## src/rtl/icache_ctrl.sv

```systemverilog
// Direct-mapped instruction cache controller.
// The lookup is combinational and a hit returns data in the same cycle.
// A miss refills one whole line from backing memory, using an
// IDLE -> REQ -> FILL -> DONE sequence. There is no write-back.
module icache_ctrl #(
    parameter int LINES = 16,
    parameter int WORDS = 4
) (
    input  logic        clk,
    input  logic        rst,
    input  logic [31:0] iCacheReadAddr,
    output logic [31:0] iCacheReadData,
    output logic        iCacheStall,
    input  logic        flush,
    output logic        memReq,
    output logic [31:0] memAddr,
    input  logic        memReady,
    input  logic [31:0] memRdata,
    input  logic        memRvalid
);
    localparam int OW = $clog2(WORDS);
    localparam int IW = $clog2(LINES);
    localparam int LW = 30 - OW;
    localparam int TW = LW - IW;

    localparam logic [OW-1:0] LAST_WORD = OW'(WORDS - 1);

    localparam logic [1:0] S_IDLE = 2'd0;
    localparam logic [1:0] S_REQ  = 2'd1;
    localparam logic [1:0] S_FILL = 2'd2;
    localparam logic [1:0] S_DONE = 2'd3;

    logic [1:0]       state_q, state_d;
    logic [LW-1:0]    line_q, line_d;
    logic [OW-1:0]    cnt_q, cnt_d;
    logic [LINES-1:0] valid_q, valid_d;
    logic             fpend_q, fpend_d;

    logic [TW-1:0]    tag_q  [LINES];
    logic [31:0]      data_q [LINES][WORDS];
    logic             tag_we;
    logic             data_we;

    logic [OW-1:0]    addr_off;
    logic [IW-1:0]    addr_idx;
    logic [TW-1:0]    addr_tag;
    logic [IW-1:0]    fill_idx;
    logic [TW-1:0]    fill_tag;
    logic             hit;
    logic             unused_addr_lsbs;

    assign addr_off = iCacheReadAddr[OW+1:2];
    assign addr_idx = iCacheReadAddr[OW+IW+1:OW+2];
    assign addr_tag = iCacheReadAddr[31:OW+IW+2];
    assign fill_idx = line_q[IW-1:0];
    assign fill_tag = line_q[LW-1:IW];

    // The byte offset within a word has no effect on an instruction fetch.
    assign unused_addr_lsbs = ^iCacheReadAddr[1:0];

    assign hit            = valid_q[addr_idx] && (tag_q[addr_idx] == addr_tag);
    assign iCacheReadData = data_q[addr_idx][addr_off];
    assign iCacheStall    = (state_q != S_IDLE) || !hit;
    assign memReq         = (state_q == S_REQ);
    assign memAddr        = {line_q, {(OW + 2){1'b0}}};

    // Next-state logic for the refill FSM, the valid bits and the pending-flush flag.
    always_comb begin
        state_d = state_q;
        line_d  = line_q;
        cnt_d   = cnt_q;
        valid_d = valid_q;
        fpend_d = fpend_q;
        tag_we  = 1'b0;
        data_we = 1'b0;
        case (state_q)
            S_IDLE: begin
                if (!hit) begin
                    // Evict the victim now, so that a partial refill can never look valid.
                    line_d            = iCacheReadAddr[31:OW+2];
                    valid_d[addr_idx] = 1'b0;
                    state_d           = S_REQ;
                end
            end
            S_REQ: begin
                if (memReady) begin
                    state_d = S_FILL;
                end
            end
            S_FILL: begin
                if (memRvalid) begin
                    data_we = 1'b1;
                    cnt_d   = cnt_q + 1'b1;
                    if (cnt_q == LAST_WORD) begin
                        state_d = S_DONE;
                    end
                end
            end
            default: begin
                tag_we = 1'b1;
                if (!fpend_q) begin
                    valid_d[fill_idx] = 1'b1;
                end
                fpend_d = 1'b0;
                state_d = S_IDLE;
            end
        endcase
        // A flush wins over everything. If it arrives mid-refill, the line being
        // fetched must stay invalid, so the DONE state has to remember it.
        if (flush) begin
            valid_d = '0;
            if ((state_q == S_REQ) || (state_q == S_FILL)) begin
                fpend_d = 1'b1;
            end
        end
    end

    // Control state, with asynchronous active-low reset.
    always_ff @(posedge clk or negedge rst) begin
        if (!rst) begin
            state_q <= S_IDLE;
            line_q  <= '0;
            cnt_q   <= '0;
            valid_q <= '0;
            fpend_q <= 1'b0;
        end else begin
            state_q <= state_d;
            line_q  <= line_d;
            cnt_q   <= cnt_d;
            valid_q <= valid_d;
            fpend_q <= fpend_d;
        end
    end

    // Tag and data arrays. These are not reset, because the valid bits qualify them.
    always_ff @(posedge clk) begin
        if (data_we) begin
            data_q[fill_idx][cnt_q] <= memRdata;
        end
        if (tag_we) begin
            tag_q[fill_idx] <= fill_tag;
        end
    end

endmodule

```

## config.mk

```make
export PLATFORM = sky130hd
export DESIGN_NAME = icache_ctrl
export DESIGN_NICKNAME = d
export VERILOG_FILES = /design/src/rtl/icache_ctrl.sv
export SDC_FILE = /design/constraint.sdc
export NUM_CORES = 2
export LEC_CHECK = 0
export BUFFER_PORTS_ARGS = -buffer_cell sky130_fd_sc_hd__clkbuf_2
export CELL_PAD_IN_SITES_DETAIL_PLACEMENT = 1
export CELL_PAD_IN_SITES_GLOBAL_PLACEMENT = 2
export CORE_MARGIN = 2
export CORE_UTILIZATION = 47
export DETAILED_ROUTE_END_ITERATION = 16
export GPL_TIMING_DRIVEN = 0
export PLACE_DENSITY = 0.87
export SYNTH_ARGS = -nofsm -noshare
export SYNTH_HDL_FRONTEND = slang
export SYNTH_SLANG_ARGS = --single-unit
```

## constraint.sdc

```tcl
create_clock -name clk -period 2.9 [get_ports clk]
set_input_delay 0 -clock clk [delete_from_list [all_inputs] [get_ports clk]]
set_output_delay 0 -clock clk [all_outputs]
set_load 0.03 [all_outputs]
```

==> out/metrics.cfg <==
[pwr]
power_switching_share_pct=26.5
power_share_of_the_sequential_group_pct=50.2
power.share.combinational_pct=11.5
p_clk_share_pct=38.3
irDropWorstVdd_mv=0.931
switchingPower_mw=22.4
power-per-cell-area_nw_per_um2=737
p_int_mw=62.1
p_leak_nw=36.3

[worst_setup_path]
worstPathRequired_ns=2.90
criticalPathCategory=reg -> out
cp_max_fo=3
crit_path_start_kind=flop
critPathSlowestCell=sky130_fd_sc_hd__mux4_2
worstPathArrival_ns=3.65
timing.critical_path.buf_inv=1
crit_chain=mux4_2 > mux2i_4 > o22ai_4 > a2111oi_4 > a31oi_4 > a211oi_2 > nand4_1 > clkbuf_8
slowest_delay_ns=0.52
cp_top_family=compound AO/OA/AOI/OAI gates
crit_path_end_kind=output pin

[floorplanning]
pin_count=135
starting_density_of_the_core_pct=47.2
die_width_um=454
coreArea_um2=202000
placement_rows=165
die_height_um=454
dieArea_um2=206000

[synthesis]
count_of_state_elements_after_synthesis=2481
post_synth_simple_gate_area_pct=0.764
synth_enable_flop_cells=2432
syn_avg_cell_area_um2=24.8
synth_xor_xnor_area_share_pct=0.313
netlist_instances=3835
synth_seq_area_share_pct=78.0
synth_adder_area_share_pct=0.118
async_reset_ff_share_pct=1.98
ys.warnings.count=0
compound_gate_fraction_of_synth_area_pct=0.664
syn_area_um2=95200
synth_mux_area_share_pct=19.1
synth_top_family_by_area=multiplexers
synth_top_flop_cell=sky130_fd_sc_hd__edfxtp_1
netlist-cell-type-count=50

[timing]
clock_skew_ns=0.0958
period_utilization_post_route_pct=126
layout_setup_ws_ns=-0.749
whs_ns=-0.00439
max_slew.worst_pin.slew_ns=1.29
maxSlewViolCount=0
finalHoldViolations=2
final_critical_period_ns=3.65
max_slew_margin_pct=13.8
timing.fmax_mhz=274
unrepaired_setup_endpoints_after_global_routing=yes
report.final.setup_viol=218

[cts]
root_buffer=sky130_fd_sc_hd__clkbuf_16
cts-htree-levels=4
cts-root-to-sink-buffers=3
clk-insertion-delay-late_ns=0.94
tritoncts=done
tritoncts.num_buffers=232
cts.reportedPaths.clkPinSlew_ns=0.07
clock_sinks=2481

[run]
drv_cap=0

[global_routing]
grt_antenna_before_repair=21
grt-busiest-layer=met2
globalRouteMet1Util_pct=39.0
grt_first_pass_wirelength_um=451000
global_route.usage.met2_pct=52.7
grt_use_met3_pct=8.37
global_route.usage.total_pct=32.3
number_of_global_route_vias_before_repair=52000
grt_overflow=0
maximum_number_of_pins_on_one_net_before_global_route_repair=65

[cells_and_area]
finish.cell_count_without_fillers=7407
layout.nets=4603
area_growth_syn_to_layout_pct=20.4
fill_cells=16500
most_frequent_standard_cell_in_the_layout_excluding_fill_and_tap_cells=sky130_fd_sc_hd__edfxtp_1
final_cell_mix=2432 x sky130_fd_sc_hd__edfxtp_1, 764 x sky130_fd_sc_hd__mux4_2, 243 x sky130_fd_sc_hd__clkbuf_16, 143 x sky130_fd_sc_hd__buf_12, 127 x sky130_fd_sc_hd__buf_4
layout-drive-gt1-share_pct=38.7
final_cell_area_um2=115000

[routing]
per_cell_routed_wire_length_um=45.2
drc=0
ratio_of_routed_vias_to_standard_cells=6.89
detailedRoute.firstPassIterationCount=6
postRouteAntennaNets=0
vias=51000
routed_wl_um=335000
detailedRoute.firstIterationViolations=9398

[place]
placement.cell_area_um2=102000
detailedPlacementHpwl_um=175000
gpl.final_weighted_congestion=0.845
place.port_buffers=122
inst_count_dp=6712

[run_status]
outcome=complete, but fails checks
violations=hold timing, setup timing

[worst_hold_path]
hold_path_class=in -> reg

cells in the mapped netlist (all sizes together) (15+ instances only):
cell | instances | area, µm²
mux4 | 764 | 17200
xnor2 | 21 | 184
buf | 97 | 539
mux2i | 54 | 541
clkbuf | 111 | 417
nor2 | 94 | 353
nand2 | 20 | 75.1
nand3 | 15 | 75.1
a311oi | 17 | 149
mux2 | 30 | 413
dfrtp | 49 | 1230
edfxtp | 2432 | 73000
worst min-delay path, cell delays in order:
cell,delay [ns]
sky130_fd_sc_hd__dlygate4sd3_1,0.55
sky130_fd_sc_hd__clkbuf_2,0.17
sky130_fd_sc_hd__mux2_4,0.15
timing repair:
action	4_1_cts	5_1_grt
endpoints found under the hold margin	98	2048
endpoints found under the setup margin	2455	1385
buffers inserted	148	20
cloned	7	2
resized for setup	479	114
hold buffers	39	32
pin swaps	85	16
registers in the layout (all words and copies together), names as in the netlist:
register  cells
data_q     2048
tag_q       384
line_q       28
valid_q      16
cnt_q         2
state_q       2
fpend_q       1
path summary, 6_finish.rpt:
path / start / endpoint / slack (ns) / cells past startpoint
worst min register to register: fpend_q / fpend_q / 0.54 / 1
worst max-delay path: tag_q[10][10] / iCacheStall / -0.75 / 8
min in group asynchronous: rst / line_q[11] / 0.21 / 4
max in group asynchronous: rst / line_q[1] / 2.34 / 4
worst max register to register: tag_q[10][10] / line_q[13] / -0.44 / 12
worst min-delay path: iCacheReadAddr[28] / line_q[24] / -0.004 / 3
logic make-up after synthesis:
logic type,after synthesis
buffers and inverters,220
DFF,2481
muxes,848
AOI/OAI and AO/OA,79
adders and majority gates,9
and+or+nand+nor,163
other,1
xor gates and xnor gates,34
through the flow:
| step | power [mW] | setup WS (ns) | util, % | TNS [ns] | hold WS [ns] |
|---|---|---|---|---|---|
| 3_5_place_dp | 50.8 | -2.47 | 50.4 | -1078.52 | 0.165 |
| 3_3_place_gp | 49.9 | -2.53 | 49.2 | -4220.75 | 0.292 |
| 5_1_grt | 85.7 | -0.788 | 56.8 | -33.89 | 0.0192 |
| 6_report | 84.5 | -0.749 | 56.8 | -31.18 | -0.00439 |
| 2_1_floorplan | 46.7 | -0.296 | - | -255.26 | -0.296 |
| 4_1_cts | 82.9 | -0.727 | 56.3 | -22.78 | 0.000911 |
power groups by stage:
stage | clock [mW] | sequential (mW) | combinational (mW)
floorplan | 0 | 43.0 | 3.69
global placement | 0 | 43.0 | 6.97
detailed placement | 0 | 43.1 | 7.70
CTS | 31.7 | 42.4 | 8.83
global route | 33.4 | 42.5 | 9.79
finish | 32.4 | 42.4 | 9.70
area by class of cell:
type,count,area (µm²),share of cell area (%)
clock buffers,290,6170,5.38
diodes,7,17.5,0.0153
repair buffers,452,6200,5.41
clock inverters,147,1500,1.31
inverters,12,45.0,0.0393
flip-flops and latches,2481,74300,64.8
well taps,2672,3340,2.92
multi-input cells,1138,20900,18.3
plain buffers,208,2170,1.90
routing by layer:
metal | wire (µm) | share of wire (%)
met1 | 104000 | 31
met2 | 162000 | 49
met3 | 43400 | 13
met4 | 24800 | 7.4
met5 | 76 | 0.023
(Power assumes the default switching activity.)
